===== src/rtl/sauria_cfg_pkg.sv =====
// ---------------------------------------------------------------------------
// sauria_cfg_pkg
//   Shared configuration for the feeder-lane slice.
//   - clog2_safe       : $clog2 that never returns a zero width
//   - shim_stage_t     : one output-shim stage {valid, data}
//   - FEED_ELEM_W      : element width carried by a shim stage; a lane's
//                        I_W parameter must match it
//   - FEED_UNDERFLOW_CNT_W : width of the optional underflow counter
// ---------------------------------------------------------------------------
package sauria_cfg_pkg;

  localparam int FEED_UNDERFLOW_CNT_W = 16;
  localparam int FEED_ELEM_W          = 16;

  typedef struct packed {
    logic                   valid;
    logic [FEED_ELEM_W-1:0] data;
  } shim_stage_t;

  // Width needed to index 'value' distinct positions, at least 1 bit.
  function automatic int clog2_safe(input int value);
    return (value <= 2) ? 1 : $clog2(value);
  endfunction

endpackage


===== src/rtl/fifo_packed_ff.sv =====
// ---------------------------------------------------------------------------
// fifo_packed_ff
//   Element-granular flop FIFO: writes 1..M elements per cycle from a packed
//   word, reads one element per cycle, tracks occupancy.
//   The caller only asserts wr_en for legal, non-overflowing pushes and only
//   asserts rd_en when the FIFO is non-empty.
// Ports:
//   i_clk, i_rstn : clock, asynchronous active-low reset
//   clear         : synchronous clear of pointers and occupancy (wins)
//   wr_en         : write wr_cnt elements of wr_data (element 0 in LSBs)
//   wr_cnt        : number of elements to write
//   wr_data       : packed M-element write word
//   rd_en         : advance the read pointer past the head element
//   rd_data       : head element (combinational)
//   occupancy     : current element count
// ---------------------------------------------------------------------------
module fifo_packed_ff
  import sauria_cfg_pkg::*;
#(
  parameter int I_W            = 16,
  parameter int M              = 3,
  parameter int FIFO_POSITIONS = 16,
  parameter int CNT_W          = $clog2(FIFO_POSITIONS + 1),
  parameter int PC_W           = clog2_safe(M + 1)
) (
  input  logic               i_clk,
  input  logic               i_rstn,
  input  logic               clear,
  input  logic               wr_en,
  input  logic [PC_W-1:0]    wr_cnt,
  input  logic [M*I_W-1:0]   wr_data,
  input  logic               rd_en,
  output logic [I_W-1:0]     rd_data,
  output logic [CNT_W-1:0]   occupancy
);

  localparam int PTR_W = clog2_safe(FIFO_POSITIONS);

  logic [I_W-1:0]   mem [FIFO_POSITIONS];
  logic [PTR_W-1:0] wptr;
  logic [PTR_W-1:0] rptr;
  logic [CNT_W-1:0] occ;

  // Pointers wrap naturally because FIFO_POSITIONS is a power of two.
  always_ff @(posedge i_clk or negedge i_rstn) begin
    if (!i_rstn) begin
      wptr <= '0;
      rptr <= '0;
      occ  <= '0;
    end else if (clear) begin
      wptr <= '0;
      rptr <= '0;
      occ  <= '0;
    end else begin
      if (wr_en) wptr <= wptr + PTR_W'(wr_cnt);
      if (rd_en) rptr <= rptr + PTR_W'(1);
      occ <= occ + (wr_en ? CNT_W'(wr_cnt) : '0) - CNT_W'(rd_en);
    end
  end

  // Storage carries no reset; each element lands at its own wrapped slot so
  // a partial word straddling the end of the array is split correctly.
  always_ff @(posedge i_clk) begin
    if (wr_en && !clear) begin
      for (int i = 0; i < M; i++) begin
        if (i < int'(wr_cnt)) mem[wptr + PTR_W'(i)] <= wr_data[i*I_W +: I_W];
      end
    end
  end

  assign rd_data   = mem[rptr];
  assign occupancy = occ;

endmodule


===== src/rtl/feed_lane_packed.sv =====
// ---------------------------------------------------------------------------
// feed_lane_packed
//   Feeder lane buffer between the feed data manager and one systolic-array
//   row/column input. Accepts packed words of 1..M elements and streams one
//   element per pipeline step through a SHIM_LAT-deep output shim.
//   I_W must equal sauria_cfg_pkg::FEED_ELEM_W (width of a shim stage).
// Optional feature:
//   `define FEED_LANE_UNDERFLOW_CNT_EN adds o_underflow_cnt, a saturating
//   count of pops taken while the FIFO was empty.
// Ports:
//   i_clk, i_rstn   : clock, asynchronous active-low reset
//   i_din           : packed push word, element 0 in LSBs (pushed first)
//   i_push          : push request
//   i_push_cnt      : valid elements in i_din (1..M)
//   i_clearfifo     : synchronous clear of FIFO, pop register and shim
//   i_pipeline_en   : systolic-array pipeline enable
//   i_pop_en        : pop request (registered before use)
//   o_fifo_full     : free space < M
//   o_fifo_afull    : registered occupancy >= AF_THRESH
//   o_fifo_empty    : occupancy == 0
//   o_occupancy     : current element count
//   o_underflow_cnt : (optional) empty-pop counter
//   o_valid         : o_data carries a real element
//   o_data          : element stream, 0 when not valid
// ---------------------------------------------------------------------------
module feed_lane_packed
  import sauria_cfg_pkg::*;
#(
  parameter int I_W            = 16,
  parameter int M              = 3,
  parameter int FIFO_POSITIONS = 16,
  parameter int SHIM_LAT       = 2,
  parameter int AF_THRESH      = 12,
  parameter int CNT_W          = $clog2(FIFO_POSITIONS + 1)
) (
  input  logic                            i_clk,
  input  logic                            i_rstn,
  input  logic [M*I_W-1:0]                i_din,
  input  logic                            i_push,
  input  logic [clog2_safe(M+1)-1:0]      i_push_cnt,
  input  logic                            i_clearfifo,
  input  logic                            i_pipeline_en,
  input  logic                            i_pop_en,
  output logic                            o_fifo_full,
  output logic                            o_fifo_afull,
  output logic                            o_fifo_empty,
  output logic [CNT_W-1:0]                o_occupancy,
`ifdef FEED_LANE_UNDERFLOW_CNT_EN
  output logic [FEED_UNDERFLOW_CNT_W-1:0] o_underflow_cnt,
`endif
  output logic                            o_valid,
  output logic [I_W-1:0]                  o_data
);

  localparam int PC_W = clog2_safe(M + 1);

  logic             pop_en_q;
  logic             fifo_pop;
  logic             fifo_full;
  logic             push_legal;
  logic             push_ok;
  logic             rd_en;
  logic             afull_q;
  logic [CNT_W-1:0] occ;
  logic [I_W-1:0]   head;
  shim_stage_t      shim_p [SHIM_LAT];

  assign fifo_full  = (CNT_W'(FIFO_POSITIONS) - occ) < CNT_W'(M);
  assign push_legal = (i_push_cnt != '0) && (i_push_cnt <= PC_W'(M));
  assign push_ok    = i_push && !fifo_full && push_legal && !i_clearfifo;
  assign fifo_pop   = pop_en_q && i_pipeline_en;
  // An empty-FIFO pop only injects a bubble; a push in the same cycle is
  // not visible to it.
  assign rd_en      = fifo_pop && (occ != '0) && !i_clearfifo;

  fifo_packed_ff #(
    .I_W            (I_W),
    .M              (M),
    .FIFO_POSITIONS (FIFO_POSITIONS),
    .CNT_W          (CNT_W),
    .PC_W           (PC_W)
  ) u_fifo (
    .i_clk     (i_clk),
    .i_rstn    (i_rstn),
    .clear     (i_clearfifo),
    .wr_en     (push_ok),
    .wr_cnt    (i_push_cnt),
    .wr_data   (i_din),
    .rd_en     (rd_en),
    .rd_data   (head),
    .occupancy (occ)
  );

  // ---- pop request register and almost-full flag --------------------------
  // afull lags occupancy by one cycle to cover downstream read-enable latency.
  always_ff @(posedge i_clk or negedge i_rstn) begin
    if (!i_rstn) begin
      pop_en_q <= 1'b0;
      afull_q  <= 1'b0;
    end else if (i_clearfifo) begin
      pop_en_q <= 1'b0;
      afull_q  <= 1'b0;
    end else begin
      if (i_pipeline_en) pop_en_q <= i_pop_en;
      afull_q <= (occ >= CNT_W'(AF_THRESH));
    end
  end

  // ---- output shim: shifts only on a pop, holds while the array stalls ----
  always_ff @(posedge i_clk or negedge i_rstn) begin
    if (!i_rstn) begin
      for (int k = 0; k < SHIM_LAT; k++) shim_p[k] <= '0;
    end else if (i_clearfifo) begin
      for (int k = 0; k < SHIM_LAT; k++) shim_p[k] <= '0;
    end else if (fifo_pop) begin
      shim_p[0].valid <= rd_en;
      shim_p[0].data  <= rd_en ? head : '0;
      for (int k = 1; k < SHIM_LAT; k++) shim_p[k] <= shim_p[k-1];
    end
  end

  // ---- outputs -------------------------------------------------------------
  assign o_valid      = fifo_pop && shim_p[SHIM_LAT-1].valid;
  assign o_data       = o_valid ? shim_p[SHIM_LAT-1].data : '0;
  assign o_fifo_full  = fifo_full;
  assign o_fifo_afull = afull_q;
  assign o_fifo_empty = (occ == '0);
  assign o_occupancy  = occ;

`ifdef FEED_LANE_UNDERFLOW_CNT_EN
  logic [FEED_UNDERFLOW_CNT_W-1:0] uf_cnt;

  always_ff @(posedge i_clk or negedge i_rstn) begin
    if (!i_rstn) begin
      uf_cnt <= '0;
    end else if (i_clearfifo) begin
      uf_cnt <= '0;
    end else if (fifo_pop && (occ == '0) && (uf_cnt != '1)) begin
      uf_cnt <= uf_cnt + FEED_UNDERFLOW_CNT_W'(1);
    end
  end

  assign o_underflow_cnt = uf_cnt;
`endif

`ifndef SYNTHESIS
  // Push counts outside 1..M are dropped by the datapath; flag them in sim.
  a_push_cnt_legal: assert property (@(posedge i_clk) disable iff (!i_rstn)
    i_push |-> push_legal);
`endif

endmodule


===== config.mk =====
export PLATFORM = sky130hd
export DESIGN_NAME = feed_lane_packed
export DESIGN_NICKNAME = d
export VERILOG_FILES = /design/src/rtl/sauria_cfg_pkg.sv /design/src/rtl/fifo_packed_ff.sv /design/src/rtl/feed_lane_packed.sv
export SDC_FILE = /design/constraint.sdc
export NUM_CORES = 1
export LEC_CHECK = 0
export CORE_MARGIN = 2
export CORE_UTILIZATION = 40
export CTS_BUF_LIST = sky130_fd_sc_hd__clkbuf_4 sky130_fd_sc_hd__clkbuf_8
export DETAILED_ROUTE_END_ITERATION = 10
export PLACE_DENSITY = 0.67
export REMOVE_ABC_BUFFERS = 1
export SLEW_MARGIN = 15
export SYNTH_ARGS = -nofsm -noshare
export SYNTH_HDL_FRONTEND = slang
export SYNTH_SLANG_ARGS = --single-unit

===== constraint.sdc =====
create_clock -name i_clk -period 3.3 [get_ports i_clk]
set_input_delay 0.66 -clock i_clk [delete_from_list [all_inputs] [get_ports i_clk]]
set_output_delay 0.66 -clock i_clk [all_outputs]
set_load 0.01 [all_outputs]

==> out/metrics.cfg <==
[layout]
nFillCells = 4158
nNetsFinal = 1951
drive_gt1_frac = 0.166
syn2layout_area_growth_pct = 16.6
stdcell_area_sq_um = 21200

[sta]
fin_skew_ps = 32.4
relSlewSlack = 0.392
layout_min_cycle_time_ps = 3030
setup_viol = 0
hold_viol_final = 0
finalCritPeriodShare = 0.919
slew_violations = 0
tightestPinTransition_ps = 908
clock.fmax_ghz = 0.330
rsz0062_at_grt = false

[critical_path]
cp-end-kind = output port
worst-r2r-cell-count = 16
path_cells = clkdlybuf4s50_1 > buf_4 > and3_1 > and2_1 > clkdlybuf4s50_1
cp_top_family = buffers and inverters
worstPathRequired_ps = 2640
crit_fanout = 17
cp_common_cell = clkdlybuf4s50_1
crit_buf_inv = 3
path_class = input port to output port
rr_endpoint = u_fifo.occupancy[4]$_DFF_PN0_
slowest_stage = clkdlybuf4s50_1
start_kind = input port
slowest_delay_ps = 530
worst-endpoint-arrival_ps = 2370
r2r-start = u_fifo.occupancy[0]$_DFF_PN0_
rrSetupSlack_ps = 320

[pwr]
p_total_mw = 10.1
powerDensity_nw_per_um2 = 476
vdd_drop_max_v = 0.000234
leakage_nw = 7.85

[placement]
hpwl_mm = 43.4
gp_congestion = 0.936
port_buffers = 80
dpl_cell_area_sq_um = 20100

[detailed_routing]
drcViolationCount = 0
post_drt_wl_per_cell_um = 26.4
via_per_inst = 6.33
drtIter0Drc = 2514
drt_wl_total_mm = 66.4
drtPass1Iterations = 7
vias = 15900
ant_nets = 0

[grt]
grt_pass1_wl_mm = 98.2
antenna_found_initial = 1
overflow = 0
grt_util_all_layers = 0.281
grt_pass1_vias = 15500
grt_max_degree = 69

[logic_synthesis]
synth_cells = 1816
avgSynthCellArea_sq_um = 9.99
ys_ff_latch = 305
synth_ff_type = edfxtp_1
synthArstFlopShare = 0.161
ys_seq_area_frac = 0.491
synth.distinct_cells = 53
synth_edf_count = 256
yosysWarningCount = 0
syn_area_sq_um = 18100

[clocking]
cts-hold-fix-buffers = 0
cts_made_buffers = 52
cts_buffer_depth = 3
clk_pin_slew_ps = 60
cts_tree = done
clock_latency_ps = 640
htreeDepth = 2
cts-root-buf = clkbuf_8
cts.sinks = 305

[floorplanning]
std_cell_rows = 78
die-area_sq_um = 47100
initial_core_util = 0.403
boundaryPins = 81
core_sq_um = 45100
die_width_um = 217
die_h_um = 217

[worst_hold_path]
holdCritPathClass = input port to asynchronous set/reset pin

[run_status]
outcome = complete, no violations

[job]
cap_violations = 0

==> worst reg2reg max path, delay by kind of cell (launching register included) <==
kind            cells  cell delay, ps
simple gates        3             580
compound gates      2             210
xor+xnor            1             140
fa+ha+maj           5            1230
buf+inv             5             330
flops               1             350
==> power by group <==
part | leakage [nW] | internal (mW) | switching [mW] | total [mW]
registers | 2.98 | 4.35 | 0.0829 | 4.43
logic | 4.35 | 0.812 | 1.33 | 2.14
clock network | 0.525 | 1.90 | 1.61 | 3.51
total | 7.85 | 7.06 | 3.02 | 10.1
==> metal layers <==
layer	global-route usage	part of all wire
met4	0.161	0.063
met1	0.347	0.36
met3	0.0830	0.13
met5	0	0
met2	0.441	0.45
==> logic make-up after synthesis <==
kind of cell	count (synthesis)	synth area share
compound gates	473	0.172
mux	129	0.115
buf+inv	242	0.0525
xor+xnor	11	0.00531
flops	305	0.491
simple gates	639	0.151
fa+ha+maj	17	0.0125
==> cells in the mapped netlist, types with 3 or more instances <==
| master | instances | area (sq um) |
|---|---|---|
| buf_2 | 27 | 135 |
| nor3b_1 | 3 | 22.5 |
| a32oi_1 | 34 | 298 |
| and2_1 | 26 | 163 |
| nor4_1 | 3 | 18.8 |
| xor2_1 | 7 | 61.3 |
| dfrtp_1 | 49 | 1230 |
| a32o_1 | 4 | 40.0 |
| clkbuf_1 | 170 | 638 |
| o21ai_0 | 22 | 110 |
| nand3_1 | 48 | 240 |
| a22oi_1 | 83 | 623 |
| nand4_1 | 13 | 81.3 |
| a22o_1 | 16 | 140 |
| and3_1 | 4 | 25.0 |
| mux4_2 | 64 | 1440 |
| o211ai_1 | 10 | 75.1 |
| buf_1 | 29 | 109 |
| nand2_1 | 151 | 567 |
| a221oi_1 | 63 | 552 |
| a21oi_1 | 200 | 1000 |
| nor3_1 | 5 | 25.0 |
| mux2i_1 | 65 | 651 |
| xnor2_1 | 4 | 35.0 |
| nand4b_1 | 7 | 61.3 |
| nor2_1 | 349 | 1310 |
| a31oi_1 | 32 | 200 |
| buf_4 | 3 | 22.5 |
| edfxtp_1 | 256 | 7690 |
| inv_1 | 12 | 45.0 |
| nor2b_1 | 9 | 56.3 |
| ha_1 | 15 | 188 |
==> layout by cell type (no fill, tap or decap), types with 3 or more instances in the layout <==
| cell type | instances |
|---|---|
| clkinv_1 | 10 |
| and3_1 | 4 |
| nor3_1 | 3 |
| o21ai_0 | 22 |
| dfrtp_1 | 47 |
| a32o_1 | 4 |
| ha_1 | 15 |
| buf_12 | 11 |
| edfxtp_1 | 256 |
| clkbuf_4 | 11 |
| nand4_1 | 13 |
| o211ai_1 | 10 |
| mux2i_1 | 65 |
| a31oi_1 | 32 |
| clkbuf_8 | 52 |
| inv_1 | 12 |
| clkdlybuf4s50_1 | 77 |
| and2_1 | 26 |
| a22oi_1 | 83 |
| a21oi_1 | 200 |
| a22o_1 | 16 |
| xnor2_1 | 4 |
| nor2b_1 | 9 |
| nor2_1 | 349 |
| nor3_2 | 4 |
| xor2_1 | 7 |
| mux4_2 | 64 |
| nor3b_1 | 3 |
| nor4_1 | 3 |
| clkinv_2 | 6 |
| buf_4 | 146 |
| nand3_1 | 48 |
| a221oi_1 | 63 |
| bufinv_16 | 4 |
| nand2_1 | 151 |
| nand4b_1 | 7 |
| a32oi_1 | 34 |
==> flip-flops by register name, indices dropped and copies added (netlist names) <==
signal / flops
u_fifo.wptr: 4
shim_p: 34
u_fifo.occupancy: 5
u_fifo.rptr: 4
pop_en_q: 1
o_fifo_afull: 1
u_fifo.mem: 256
==> stage by stage <==
stage	cells	hold WS (ps)	setup WS, ps	util	setup TNS [ps]
2_1_floorplan	1587	364	-608	-	-138620
3_3_place_gp	2421	459	-68.0	0.446	-68.0
3_5_place_dp	2421	469	1.39	0.446	0
4_1_cts	2510	143	45.5	0.469	0
5_1_grt	2510	215	50.3	0.469	0
6_report	2512	153	268	0.469	0
==> area by class of cell <==
cell class / instances / area, sq um / area share
clock inverters: 23 / 211 / 0.00999
multi-input cells: 1269 / 8310 / 0.393
flip-flops and latches: 305 / 8920 / 0.422
diodes: 2 / 5.00 / 0.000237
inverters: 13 / 51.3 / 0.00242
repair buffers: 237 / 2110 / 0.0997
clock buffers: 63 / 798 / 0.0377
well taps: 600 / 751 / 0.0355
==> timing repair <==
| action | CTS | global route |
|---|---|---|
| setup buffers | 3 | 0 |
| gates resized for setup | 2 | 1 |
| setup endpoints to repair | 1 | 1 |
==> how the worst max path moves through the flow <==
stage | start | to | slack [ps] | depth (start not counted)
global placement | i_pipeline_en | u_fifo.occupancy[4]$_DFF_PN0_ | -70 | 14
finish | i_pipeline_en | o_data[6] | 270 | 5
global route | u_fifo.occupancy[0]$_DFF_PN0_ | u_fifo.occupancy[4]$_DFF_PN0_ | 50 | 15
detailed placement | i_pipeline_en | u_fifo.occupancy[4]$_DFF_PN0_ | 1 | 14
CTS | u_fifo.occupancy[0]$_DFF_PN0_ | o_fifo_full | 50 | 7
floorplan | u_fifo.rptr[0]$_DFFE_PN0P_ | shim_p[17]$_DFFE_PN0P_ | -610 | 4
(Power assumes the default switching activity.)
